$ cat src/rtl/path_uart_reporter.sv
// Serialises one latched GA path as an 8N1 frame: SYNC, generation count,
// path payload bytes (LSB byte first), XOR checksum over gen and payload.
module path_uart_reporter #(
    parameter int unsigned CLKS_PER_BIT = 868,
    parameter int unsigned PATH_BITS    = 150,
    parameter logic [7:0]  SYNC_BYTE    = 8'hA5
) (
    input  logic                 clk,
    input  logic                 rst_n,
    input  logic                 start,
    input  logic [PATH_BITS-1:0] path_in,
    output logic                 busy,
    output logic                 done,
    output logic                 uart_out
);

    localparam int unsigned NUM_BYTES = (PATH_BITS + 7) / 8;
    localparam int unsigned BUF_W     = NUM_BYTES * 8;
    localparam int unsigned NUM_FRAME = NUM_BYTES + 3;
    localparam int unsigned LAST_BYTE = NUM_FRAME - 1;
    localparam int unsigned BAUD_W    = $clog2(CLKS_PER_BIT);
    localparam int unsigned BYTE_W    = $clog2(NUM_FRAME);

    typedef enum logic [2:0] {IDLE, START, DATA, STOP, DONE} state_t;

    state_t              state_q, state_d;
    logic [BAUD_W-1:0]   baud_q, baud_d;
    logic [2:0]          bit_q, bit_d;
    logic [BYTE_W-1:0]   byte_q, byte_d;
    logic [7:0]          gen_q, gen_d;
    logic [7:0]          chk_q, chk_d;
    logic [7:0]          sh_q, sh_d;
    logic [BUF_W-1:0]    buf_q, buf_d;
    logic                uart_q, uart_d;
    logic                busy_q, busy_d;
    logic                done_q, done_d;

    logic                bit_end;
    logic [BYTE_W-1:0]   nxt_idx;
    logic [7:0]          nxt_byte;
    logic                nxt_is_chk;

    assign busy     = busy_q;
    assign done     = done_q;
    assign uart_out = uart_q;

    // Byte that follows the current one: gen, then payload from the buffer, then checksum
    always_comb begin
        bit_end    = (baud_q == BAUD_W'(CLKS_PER_BIT - 1));
        nxt_idx    = byte_q + BYTE_W'(1);
        nxt_is_chk = (nxt_idx == BYTE_W'(LAST_BYTE));
        if (nxt_idx == BYTE_W'(1)) begin
            nxt_byte = gen_q;
        end else if (nxt_is_chk) begin
            nxt_byte = chk_q;
        end else begin
            nxt_byte = buf_q[7:0];
        end
    end

    always_comb begin
        state_d = state_q;
        baud_d  = baud_q;
        bit_d   = bit_q;
        byte_d  = byte_q;
        gen_d   = gen_q;
        chk_d   = chk_q;
        sh_d    = sh_q;
        buf_d   = buf_q;
        uart_d  = uart_q;
        busy_d  = busy_q;
        done_d  = 1'b0;

        if (state_q != IDLE && state_q != DONE) begin
            baud_d = bit_end ? '0 : baud_q + BAUD_W'(1);
        end

        case (state_q)
            IDLE, DONE: begin
                state_d = IDLE;
                uart_d  = 1'b1;
                busy_d  = 1'b0;
                if (start) begin
                    buf_d                  = '0;
                    buf_d[PATH_BITS-1:0]   = path_in;
                    state_d                = START;
                    baud_d                 = '0;
                    byte_d                 = '0;
                    chk_d                  = '0;
                    sh_d                   = SYNC_BYTE;
                    uart_d                 = 1'b0;
                    busy_d                 = 1'b1;
                end
            end
            START: begin
                if (bit_end) begin
                    state_d = DATA;
                    bit_d   = '0;
                    uart_d  = sh_q[0];
                end
            end
            DATA: begin
                if (bit_end) begin
                    if (bit_q == 3'd7) begin
                        state_d = STOP;
                        uart_d  = 1'b1;
                    end else begin
                        bit_d  = bit_q + 3'd1;
                        uart_d = sh_q[1];
                        sh_d   = {1'b0, sh_q[7:1]};
                    end
                end
            end
            STOP: begin
                if (bit_end) begin
                    if (byte_q == BYTE_W'(LAST_BYTE)) begin
                        state_d = DONE;
                        done_d  = 1'b1;
                        busy_d  = 1'b0;
                        uart_d  = 1'b1;
                        gen_d   = gen_q + 8'd1;
                    end else begin
                        state_d = START;
                        byte_d  = nxt_idx;
                        sh_d    = nxt_byte;
                        uart_d  = 1'b0;
                        if (!nxt_is_chk) begin
                            chk_d = chk_q ^ nxt_byte;
                        end
                        if (!nxt_is_chk && nxt_idx != BYTE_W'(1)) begin
                            buf_d = buf_q >> 8;
                        end
                    end
                end
            end
            default: state_d = IDLE;
        endcase
    end

    // Reset forces the line idle immediately and discards any frame in flight
    always_ff @(posedge clk or negedge rst_n) begin
        if (!rst_n) begin
            state_q <= IDLE;
            baud_q  <= '0;
            bit_q   <= '0;
            byte_q  <= '0;
            gen_q   <= '0;
            chk_q   <= '0;
            sh_q    <= '0;
            buf_q   <= '0;
            uart_q  <= 1'b1;
            busy_q  <= 1'b0;
            done_q  <= 1'b0;
        end else begin
            state_q <= state_d;
            baud_q  <= baud_d;
            bit_q   <= bit_d;
            byte_q  <= byte_d;
            gen_q   <= gen_d;
            chk_q   <= chk_d;
            sh_q    <= sh_d;
            buf_q   <= buf_d;
            uart_q  <= uart_d;
            busy_q  <= busy_d;
            done_q  <= done_d;
        end
    end

endmodule

$ cat config.mk
export PLATFORM = sky130hd
export DESIGN_NAME = path_uart_reporter
export DESIGN_NICKNAME = d
export VERILOG_FILES = /design/src/rtl/path_uart_reporter.sv
export SDC_FILE = /design/constraint.sdc
export NUM_CORES = 1
export LEC_CHECK = 0
export CORE_MARGIN = 4
export CORE_UTILIZATION = 58
export CTS_CLUSTER_DIAMETER = 150
export CTS_CLUSTER_SIZE = 16
export DETAILED_ROUTE_END_ITERATION = 10
export GPL_TIMING_DRIVEN = 0
export PLACE_DENSITY_LB_ADDON = 0.1
export RECOVER_POWER = 100
export SLEW_MARGIN = 30
export SYNTH_ARGS = -nofsm -noshare
export SYNTH_HDL_FRONTEND = slang
export SYNTH_SLANG_ARGS = --single-unit
$ cat constraint.sdc
create_clock -name clk -period 4.3 [get_ports clk]
set_clock_uncertainty 0.1 [all_clocks]
set_input_delay 0.86 -clock clk [delete_from_list [all_inputs] [get_ports clk]]
set_output_delay 0.86 -clock clk [all_outputs]
set_load 0.1 [all_outputs]
==> flow_summary_export.csv <==
group,metric,value,unit
status,outcome,"complete, but fails checks",
status,violations,"max-capacitance violations, max-slew violations",
min_path,hold_depth,2,
setup_path,worstSetupPathType,"register to register",
floorplanning,floorplan.initialDensity,0.5945,
synth,synthCells,930,
layout,area_growth,25.20,%
power_and_ir_drop,pwr-share-seq,0.525,
routing,routedWlPerCell,17.70,um
floorplanning,die_w,136.1,um
floorplanning,die_h,136.1,um
placement,dp_hpwl,17250,um
timing,whs,0.3761,ns
global_routing,grt_pass1_vias,7694,
routing,drt_first_iter_violations,346,
power_and_ir_drop,combPwrFrac,0.180,
timing,finalCritPeriodShare,0.8445,
synth,synth_top_area_share,0.5183,
power_and_ir_drop,ir_drop,0.3266,mV
cts,ctsHtreeMaxLevel,4,
synth,syn_area,9512,sq um
synth,synth_top_cell_by_area,"dfrtp_1",
timing,finalHoldViolCount,0,
timing,slew_headroom,-0.5363,
floorplanning,num_rows,46,
setup_path,cp.required,4.51,ns
cts,postCtsSetupRepairBufs,0,
placement,dp_slack,1.058,ns
synth,synth_seq_cells,198,
power_and_ir_drop,p_total,5.220,mW
layout,post_route_cells_drive_above_1_share,0.05183,
timing,fmax,275.4,MHz
job,maxCapViolations,1,
floorplanning,boundaryPins,156,
routing,drtAntennaViolNets,0,
global_routing,grt_max_degree,81,
layout,final_nets,1266,
routing,drc,0,
power_and_ir_drop,leakagePower,6.131,nW
setup_path,cpMostUsedCell,"clkbuf_1",
power_and_ir_drop,power.net_switching,1.607,mW
cts,cts_tree,"done",
synth,async_flop_share,1.000,
placement,io_buffers,155,
power_and_ir_drop,intPower,3.613,mW
setup_path,cp_cell_sequence,"ha_1 -> or3b_1 -> or4_1 -> clkbuf_1 -> o31ai_1 -> o41ai_1 -> buf_2 -> buf_6 -> clkbuf_1 -> nand2_1 -> o21ai_0",
synth,syn_avg_cell_area,10.23,sq um
global_routing,grt_pass1_wl,38100,um
synth,synth_seq_area_share,0.5210,
setup_path,critPathMaxFanout,10,
power_and_ir_drop,power_density,438.4,nW/um^2
synth,yosys-top-cells-count,"dfrtp_1, nand2_1, mux2i_1, o21ai_0, o21ai_1",
routing,vias,7584,
setup_path,end_kind,"register",
setup_path,cp.arrival,3.84,ns
timing,slew_violations,41,
timing,fin_ws,0.6684,ns
min_path,hold_path_class,"register to register",
cts,cts_resized,0,
timing,setup_viol_count_final,0,
global_routing,antenna_found_initial,0,
placement,gp_congestion,0.8485,
timing,min_period,3.632,ns
synth,synthFlopType,"dfrtp_1",
floorplanning,die_area,18510,sq um
timing,tightest_slew,2.304,ns
setup_path,reg2reg_depth,11,
routing,wl,23640,um
synth,yosysWarnings,0,
routing,firstDrtPassIters,5,
cts,clock_sinks,198,
synth,yosysMostFrequentCell,"dfrtp_1",
cts,numCtsBuffers,17,
synth,synth-edff-count,0,
global_routing,grt_usage,0.2633,
setup_path,critPathLaunchType,"register",
power_and_ir_drop,switching_share,0.3079,
cts,cts-hold-fix-buffers,0,
cts,clock_path_buffers,2,
floorplanning,core,16000,sq um
setup_path,worst_path_max_delay_cell,"o31ai_1",
layout,n_fill_cell,1196,
routing,viasPerCell,5.677,
synth,synth.distinct_cells,52,
synth,yosys-top-cells-area,"dfrtp_1, mux2i_1, nand2_1",
cts,path_clk_slew,0.07,ns
timing,rsz0062_at_grt,"false",
synth,syn-num-nets,1090,
cts,clkLatencyLatePin,0.44,ns
cts,clockRootBuffer,"clkbuf_16",
global_routing,grt_overflow,0,
setup_path,critPathMaxStageDelay,0.50,ns
power_and_ir_drop,p_clk_frac,0.295,
per-stage QoR:
stage | utilization | std cells | cell area (sq um) | setup TNS, ns
after floorplan | - | 930 | 9512 | 0
after global placement | 0.7083 | 1301 | 11330 | -1176.50
after detailed placement | 0.7121 | 1303 | 11390 | 0
after CTS | 0.7471 | 1335 | 11950 | 0
after global routing | 0.7441 | 1335 | 11910 | 0
final | 0.7443 | 1336 | 11910 | 0
cell families (layout without fill, tap and decap cells):
family,Yosys count,in the layout,share of synthesized area
and+or+nand+nor,252,252,0.1155
AOI/OAI and AO/OA,234,234,0.1454
DFF,198,198,0.5210
muxes,145,145,0.1530
buffers and inverters,73,262,0.03657
xor gates and xnor gates,21,21,0.01934
adders and majority gates,7,7,0.009208
other,0,1,0
sequential cells by signal, summed over array words and instances (netlist names):
name / count
buf_q: 150
chk_q: 8
sh_q: 8
gen_q: 8
byte_q: 5
busy: 1
state_q: 3
done: 1
baud_q: 10
bit_q: 3
uart_out: 1
critical path, delay by kind of cell (launching register included):
| kind | cells | cell delay [ns] |
|---|---|---|
| flops | 1 | 0.40 |
| simple gates | 3 | 0.97 |
| fa+ha+maj | 1 | 0.24 |
| buf+inv | 4 | 0.93 |
| compound gates | 3 | 0.85 |
routing by layer:
layer	track usage	routed length, um	part of all wire	vias up
met5	0	0	0	-
met4	0.08399	425	0.018	0
met3	0.07476	1585	0.067	38
met2	0.4367	11840	0.50	200
met1	0.3360	9790	0.41	3705
li1	-	-	-	3641
worst paths after layout:
kind | start | endpoint | slack, ns
worst max-delay path | baud_q[0]$_DFF_PN0_ | buf_q[56]$_DFFE_PN0P_ | 0.67
worst min-delay path | sh_q[4]$_DFFE_PN0P_ | sh_q[3]$_DFFE_PN0P_ | 0.38
worst max register to register | baud_q[0]$_DFF_PN0_ | buf_q[56]$_DFFE_PN0P_ | 0.67
worst min register to register | sh_q[4]$_DFFE_PN0P_ | sh_q[3]$_DFFE_PN0P_ | 0.38
max in group asynchronous | rst_n | buf_q[112]$_DFFE_PN0P_ | 1.46
min in group asynchronous | rst_n | buf_q[13]$_DFFE_PN0P_ | 1.00
power by group through the flow:
stage / registers, mW / clock network [mW] / logic (mW)
after detailed placement: 2.76 / 0 / 0.968
final: 2.74 / 1.54 / 0.938
after global placement: 2.75 / 0 / 0.910
after CTS: 2.74 / 1.56 / 0.975
after global routing: 2.80 / 1.63 / 1.08
after floorplan: 2.69 / 0 / 0.583
area by class of cell:
class / instances / area [sq um] / share of cell area
Timing Repair Buffer: 157 / 1600 / 0.1344
Antenna cell: 1 / 2.502 / 0.0002101
Clock buffer: 18 / 439.2 / 0.03688
Multi-Input combinational cell: 659 / 4189 / 0.3518
Tap cell: 216 / 270.3 / 0.02269
Clock inverter: 14 / 121.4 / 0.01019
Sequential cell: 198 / 4956 / 0.4162
Buffer: 63 / 292.8 / 0.02459
Inverter: 10 / 37.54 / 0.003152
cells in the final DEF, fill, tap and decap left out, types with 8 or more instances in the layout:
master and count:
a21oi_1 16, a22o_1 10, clkbuf_1 52, clkbuf_16 17, clkdlybuf4s50_1 151, dfrtp_1 197
inv_1 10, mux2i_1 142, nand2_1 169, nand3_1 8, nand4_1 10, nor2_1 26
o21ai_0 146, o21ai_1 17, o22ai_1 8, xnor2_1 8, xor2_1 13
Note: power is estimated with default switching activity, not from simulation.
